==> src/rtl/seq_mul_pkg.sv <==
// ============================================================================
// Module      : seq_mul_pkg
// Description : Shared FSM encodings and default sizing for the iterative
//               multipliers.
// Revision    : 1.0 - initial release
// ============================================================================
`default_nettype none

package seq_mul_pkg;

    localparam int C_DEF_WIDTH = 16;
    localparam int C_DEF_CNT_W = 5;

    typedef enum logic [1:0] {
        S_IDLE = 2'd0,
        S_BUSY = 2'd1,
        S_DONE = 2'd2
    } state_t;

endpackage

`default_nettype wire

==> src/rtl/seq_mul_neg.sv <==
// ============================================================================
// Module      : seq_mul_neg
// Description : Conditional two's-complement negate, WIDTH bits.
// Revision    : 1.0 - initial release
// ============================================================================
`default_nettype none

module seq_mul_neg #(
    parameter int WIDTH = 16
) (
    input  logic             en,
    input  logic [WIDTH-1:0] din,
    output logic [WIDTH-1:0] dout
);

    assign dout = en ? (~din + WIDTH'(1)) : din;

endmodule

`default_nettype wire

==> src/rtl/seq_mul.sv <==
// ============================================================================
// Module      : seq_mul
// Description : Iterative shift-add multiplier, WIDTH x WIDTH -> 2*WIDTH,
//               signed/unsigned, valid/ready on both sides.
// Revision    : 1.0 - initial release
// ============================================================================
`default_nettype none

module seq_mul
    import seq_mul_pkg::*;
#(
    parameter int WIDTH = C_DEF_WIDTH,
    parameter int CNT_W = C_DEF_CNT_W
) (
    input  logic                 clk,
    input  logic                 rst_n,
    input  logic                 in_valid,
    output logic                 in_ready,
    input  logic [WIDTH-1:0]     ina,
    input  logic [WIDTH-1:0]     inb,
    input  logic                 is_signed,
    output logic                 out_valid,
    input  logic                 out_ready,
    output logic [2*WIDTH-1:0]   out
);

    localparam logic [CNT_W-1:0] C_CNT_LAST = CNT_W'(WIDTH - 1);

    state_t               r_state;
    logic [CNT_W-1:0]     r_count;
    logic [WIDTH-1:0]     r_mcand;
    logic [2*WIDTH-1:0]   r_mplier;
    logic [2*WIDTH-1:0]   r_acc;
    logic                 r_neg;
    logic                 r_in_ready;
    logic                 r_out_valid;
    logic [2*WIDTH-1:0]   r_out;

    logic [WIDTH-1:0]     w_mag_a;
    logic [WIDTH-1:0]     w_mag_b;
    logic [2*WIDTH-1:0]   w_acc_next;
    logic [2*WIDTH-1:0]   w_result;

    // Magnitude of the most negative operand is 2**(WIDTH-1), which still
    // fits the unsigned WIDTH-bit register.
    seq_mul_neg #(.WIDTH(WIDTH)) u_neg_a (
        .en   (is_signed & ina[WIDTH-1]),
        .din  (ina),
        .dout (w_mag_a)
    );

    seq_mul_neg #(.WIDTH(WIDTH)) u_neg_b (
        .en   (is_signed & inb[WIDTH-1]),
        .din  (inb),
        .dout (w_mag_b)
    );

    assign w_acc_next = r_acc + (r_mcand[0] ? r_mplier : '0);

    seq_mul_neg #(.WIDTH(2 * WIDTH)) u_neg_res (
        .en   (r_neg),
        .din  (w_acc_next),
        .dout (w_result)
    );

    always_ff @(posedge clk or negedge rst_n) begin
        if (!rst_n) begin
            r_state     <= S_IDLE;
            r_count     <= '0;
            r_mcand     <= '0;
            r_mplier    <= '0;
            r_acc       <= '0;
            r_neg       <= 1'b0;
            r_in_ready  <= 1'b0;
            r_out_valid <= 1'b0;
            r_out       <= '0;
        end else begin
            case (r_state)
                S_IDLE: begin
                    r_in_ready <= 1'b1;
                    if (in_valid && r_in_ready) begin
                        r_mcand    <= w_mag_a;
                        r_mplier   <= {{WIDTH{1'b0}}, w_mag_b};
                        r_neg      <= is_signed & (ina[WIDTH-1] ^ inb[WIDTH-1]);
                        r_acc      <= '0;
                        r_count    <= C_CNT_LAST;
                        r_in_ready <= 1'b0;
                        r_state    <= S_BUSY;
                    end
                end
                S_BUSY: begin
                    r_acc    <= w_acc_next;
                    r_mplier <= r_mplier << 1;
                    r_mcand  <= r_mcand >> 1;
                    r_count  <= r_count - CNT_W'(1);
                    if (r_count == '0) begin
                        r_out       <= w_result;
                        r_out_valid <= 1'b1;
                        r_state     <= S_DONE;
                    end
                end
                S_DONE: begin
                    // Ready is raised on the drain edge so a new operand can
                    // only be taken on the following edge.
                    if (out_ready) begin
                        r_out_valid <= 1'b0;
                        r_in_ready  <= 1'b1;
                        r_state     <= S_IDLE;
                    end
                end
                default: begin
                    r_in_ready  <= 1'b0;
                    r_out_valid <= 1'b0;
                    r_state     <= S_IDLE;
                end
            endcase
        end
    end

    assign in_ready  = r_in_ready;
    assign out_valid = r_out_valid;
    assign out       = r_out;

endmodule

`default_nettype wire

==> config.mk <==
export PLATFORM = sky130hd
export DESIGN_NAME = seq_mul
export DESIGN_NICKNAME = d
export VERILOG_FILES = /design/src/rtl/seq_mul_pkg.sv /design/src/rtl/seq_mul_neg.sv /design/src/rtl/seq_mul.sv
export SDC_FILE = /design/constraint.sdc
export NUM_CORES = 1
export LEC_CHECK = 0
export ABC_AREA = 1
export BUFFER_PORTS_ARGS = -buffer_cell sky130_fd_sc_hd__clkbuf_2
export CORE_ASPECT_RATIO = 1.1
export CORE_MARGIN = 5
export CORE_UTILIZATION = 60
export DETAILED_ROUTE_END_ITERATION = 10
export PLACE_DENSITY = 0.8
export RECOVER_POWER = 25
export SYNTH_ARGS = -nofsm -noshare
export SYNTH_HDL_FRONTEND = slang
export SYNTH_SLANG_ARGS = --single-unit
export TNS_END_PERCENT = 100
==> constraint.sdc <==
create_clock -name clk -period 8.1 [get_ports clk]
set_clock_uncertainty 0.2 [all_clocks]
set_input_delay 1.62 -clock clk [delete_from_list [all_inputs] [get_ports clk]]
set_output_delay 1.62 -clock clk [all_outputs]
set_load 0.05 [all_outputs]
==> flow_summary.toml <==
[worst_setup_path]
cp.depth = 10
cp_num_buf_inv = 5
r2r-start = "r_state[1]"
critPathMaxStageDelay_ns = 0.91
worstSetupPathType = "reg2reg"
worst_path_most_repeated_cell = "clkbuf_1"
reg2reg_depth = 10
cp-startpoint = "r_state[1]"
endpoint = "out[15]"
end_kind = "flop"
cp-start-kind = "flop"
cp_slowest_cell = "clkbuf_1"
worstPathArrival_ns = 4.95
crit_chain = "nor2_1, clkbuf_1, inv_2, nor2_1, clkbuf_1, clkinv_1, clkbuf_1, a21oi_1, o21ai_0, nand2_1"
critical-path-top-delay-family = "buffers and inverters"
rrSetupSlack_ns = 3.30
critPathRequiredTime_ns = 8.25
cp_max_fo = 42
rr_endpoint = "out[15]"

[global_route]
antenna_found_initial = 0
grt_max_degree = 83
top_usage_layer = "met2"
grt_pass1_vias = 8781
grt_use_met2 = 0.476
grtUsageMet1 = 0.391
grtUsageMet3 = 0.0451
grt_use_total = 0.287
grt_overflow = 0
grt_pass1_wl_um = 41600

[synth]
synth_common_cells = "nand2_1 (517), inv_1 (216), dfrtp_1 (122)"
synth_nets = 1476
synthTopCellsByArea = "dfrtp_1 (34%), nand2_1 (22%), inv_1 (9.0%)"
synth-async-reset-ratio = 1.00
yosys_warnings = 0
synth_top_cell_by_area = "dfrtp_1"
synth.distinct_cells = 45
synth_flop_cell = "dfrtp_1"
ys_ff_latch = 122
synth_edf_count = 0
syn_area_um2 = 8990
avgSynthCellArea_um2 = 6.41
synthCells = 1402
synth_most_common_cell = "nand2_1"
synth_top_area_frac = 0.340
seq_area_frac_synth = 0.340

[clock_network]
path_clk_slew_ns = 0.06
cts_max_path_buffers = 2
h-tree-depth = 4
numCtsBuffers = 17
tritoncts = "done"
root_buffer = "clkbuf_16"
cts.sinks = 122
clock_latency_ns = 0.42
postCtsHoldBufs = 0
ctsResizeCount = 0
post_cts_buffers = 0

[outcome]
status = "finished with violations"
violations = "max-capacitance violations, max-slew violations"

[detailed_routing]
drcViolationCount = 0
viasPerCell = 5.45
wl_per_cell_um = 14.9
route.final.wire_length_um = 24900
drt_iter0_drc = 766
vias = 9111
ant_nets = 0
first_pass_iters = 7

[power]
pwr-share-clk = 0.180
intPower_mw = 2.33
leakage_nw = 5.72
p_comb_frac = 0.592
vdd_drop_max_v = 0.000276
power_density_nw_per_um2 = 482
seqPwrFrac = 0.228
switching_power_mw = 2.57
power.share.switching = 0.525

[final_layout]
post_route_cells_drive_above_1_share = 0.102
final_area_um2 = 10200
antenna_cells = 0
area_delta_synth_final_pct = 13.2
fillers = 1292
nets = 1537

[timing]
relSlewSlack = -1.30
finalCritPeriodShare = 0.593
final.min_clock_period_ns = 4.80
worst_slew_pin_slew_ns = 3.45
finalMaxSlewViolations = 190
hold_viol_final = 0
rsz0062_at_grt = "no"
fmax_ghz = 0.208
setup_viol = 0
fin_tns_setup_ns = 0

[floorplan]
die-area_um2 = 17500
io_pins = 71
die_x_um = 127
die_h_um = 138
rows = 47
core-area_um2 = 14900
initial_core_util = 0.604

[placed_design]
portBuffers = 70
gp_congestion = 0.957
dp_hpwl_um = 18600
place_area_um2 = 9510

[hold_path]
hold_class = "reg2reg"

[flow_run]
maxCapViolations = 3
==> per-layer routing <==
metal	routed length (µm)	part of all wire	up-vias
li1	-	-	4531
met1	11000	0.44	4211
met2	11800	0.47	330
met5	0	0	-
met4	487	0.020	0
met3	1660	0.067	39
==> worst min-delay path by stage <==
stage / start / endpoint / slack [ns] / depth (start not counted)
after CTS: r_mcand[9] / r_mcand[9] / 0.28 / 2
after global placement: r_count[4] / r_count[4] / 0.26 / 1
after detailed placement: r_mcand[5] / r_mcand[5] / 0.26 / 2
final: r_mcand[9] / r_mcand[9] / 0.28 / 2
after global routing: r_acc[8] / r_acc[8] / 0.31 / 2
after floorplan: r_count[4] / r_count[4] / 0.23 / 1
==> through the flow <==
| stage | setup WS, ns | total power, mW | std cells | util | hold WS (ns) |
|---|---|---|---|---|---|
| final | 3.30 | 4.90 | 1672 | 0.684 | 0.283 |
| after CTS | 4.37 | 4.85 | 1672 | 0.685 | 0.280 |
| after detailed placement | 4.34 | 3.93 | 1640 | 0.639 | 0.262 |
| after global routing | 2.61 | 5.29 | 1672 | 0.684 | 0.309 |
| after floorplan | 4.61 | 3.21 | 1402 | - | 0.234 |
| after global placement | 4.39 | 3.86 | 1640 | 0.639 | 0.255 |
==> cell type report <==
cell class / instances / area (µm²) / share of cell area
multi-input cells: 1018 / 4950 / 0.487
flip-flops and latches: 122 / 3050 / 0.300
inverters: 226 / 848 / 0.0834
clock buffers: 18 / 439 / 0.0432
repair buffers: 78 / 390 / 0.0384
well taps: 196 / 245 / 0.0241
clock inverters: 14 / 243 / 0.0239
==> registers in the layout, summed over array words and instances (netlist names) <==
| register | count |
|---|---|
| r_mcand | 16 |
| r_mplier | 32 |
| out_valid | 1 |
| r_acc | 32 |
| in_ready | 1 |
| r_state | 2 |
| r_neg | 1 |
| out | 32 |
| r_count | 5 |
==> power by group through the flow <==
stage               combinational (mW)  sequential, mW  clock [mW]
detailed placement                2.82            1.11           0
global placement                  2.76            1.10           0
global route                      3.24            1.15       0.912
finish                            2.90            1.11       0.882
floorplan                         1.92            1.29           0
CTS                               2.86            1.11       0.882
==> kinds of logic (layout without fill, tap and decap cells) <==
family / after synthesis / after routing / synth area share
buffers and inverters: 262 / 336 / 0.110
adders and majority gates: 37 / 37 / 0.0523
and+or+nand+nor: 757 / 757 / 0.351
xor gates and xnor gates: 23 / 23 / 0.0224
AOI/OAI and AO/OA: 201 / 201 / 0.124
DFF: 122 / 122 / 0.340
==> layout by cell type, fill, tap and decap left out, types with 4 or more instances in the layout <==
cell type  synthesis  final
a21oi_1           49     49
bufinv_16          0      6
clkbuf_1          30      6
clkbuf_16          0     17
clkbuf_2           0     69
dfrtp_1          122    122
ha_1              36     36
inv_1            216    215
inv_2              7      8
nand2_1          517    517
nand2_2           17     17
nand3_1           68     68
nand3_2            6      6
nand3b_1          11     11
nand4_1           16     16
nor2_1           100     99
nor2_2             7      7
nor2_4             3      4
nor3_1             4      4
o211ai_1           7      7
o21ai_0          105    105
o22ai_1           22     22
o31ai_1            4      4
xnor2_1            5      5
xor2_1            18     18
==> worst register-to-register path: cells and delay by family (launching register included) <==
family                 cells  cell delay [ns]
buffers and inverters      5             2.74
AND/OR/NAND/NOR            3             0.77
AO/OA/AOI/OAI              2             0.60
flip-flops                 1             0.43
Power figures use the tool's default switching activity.
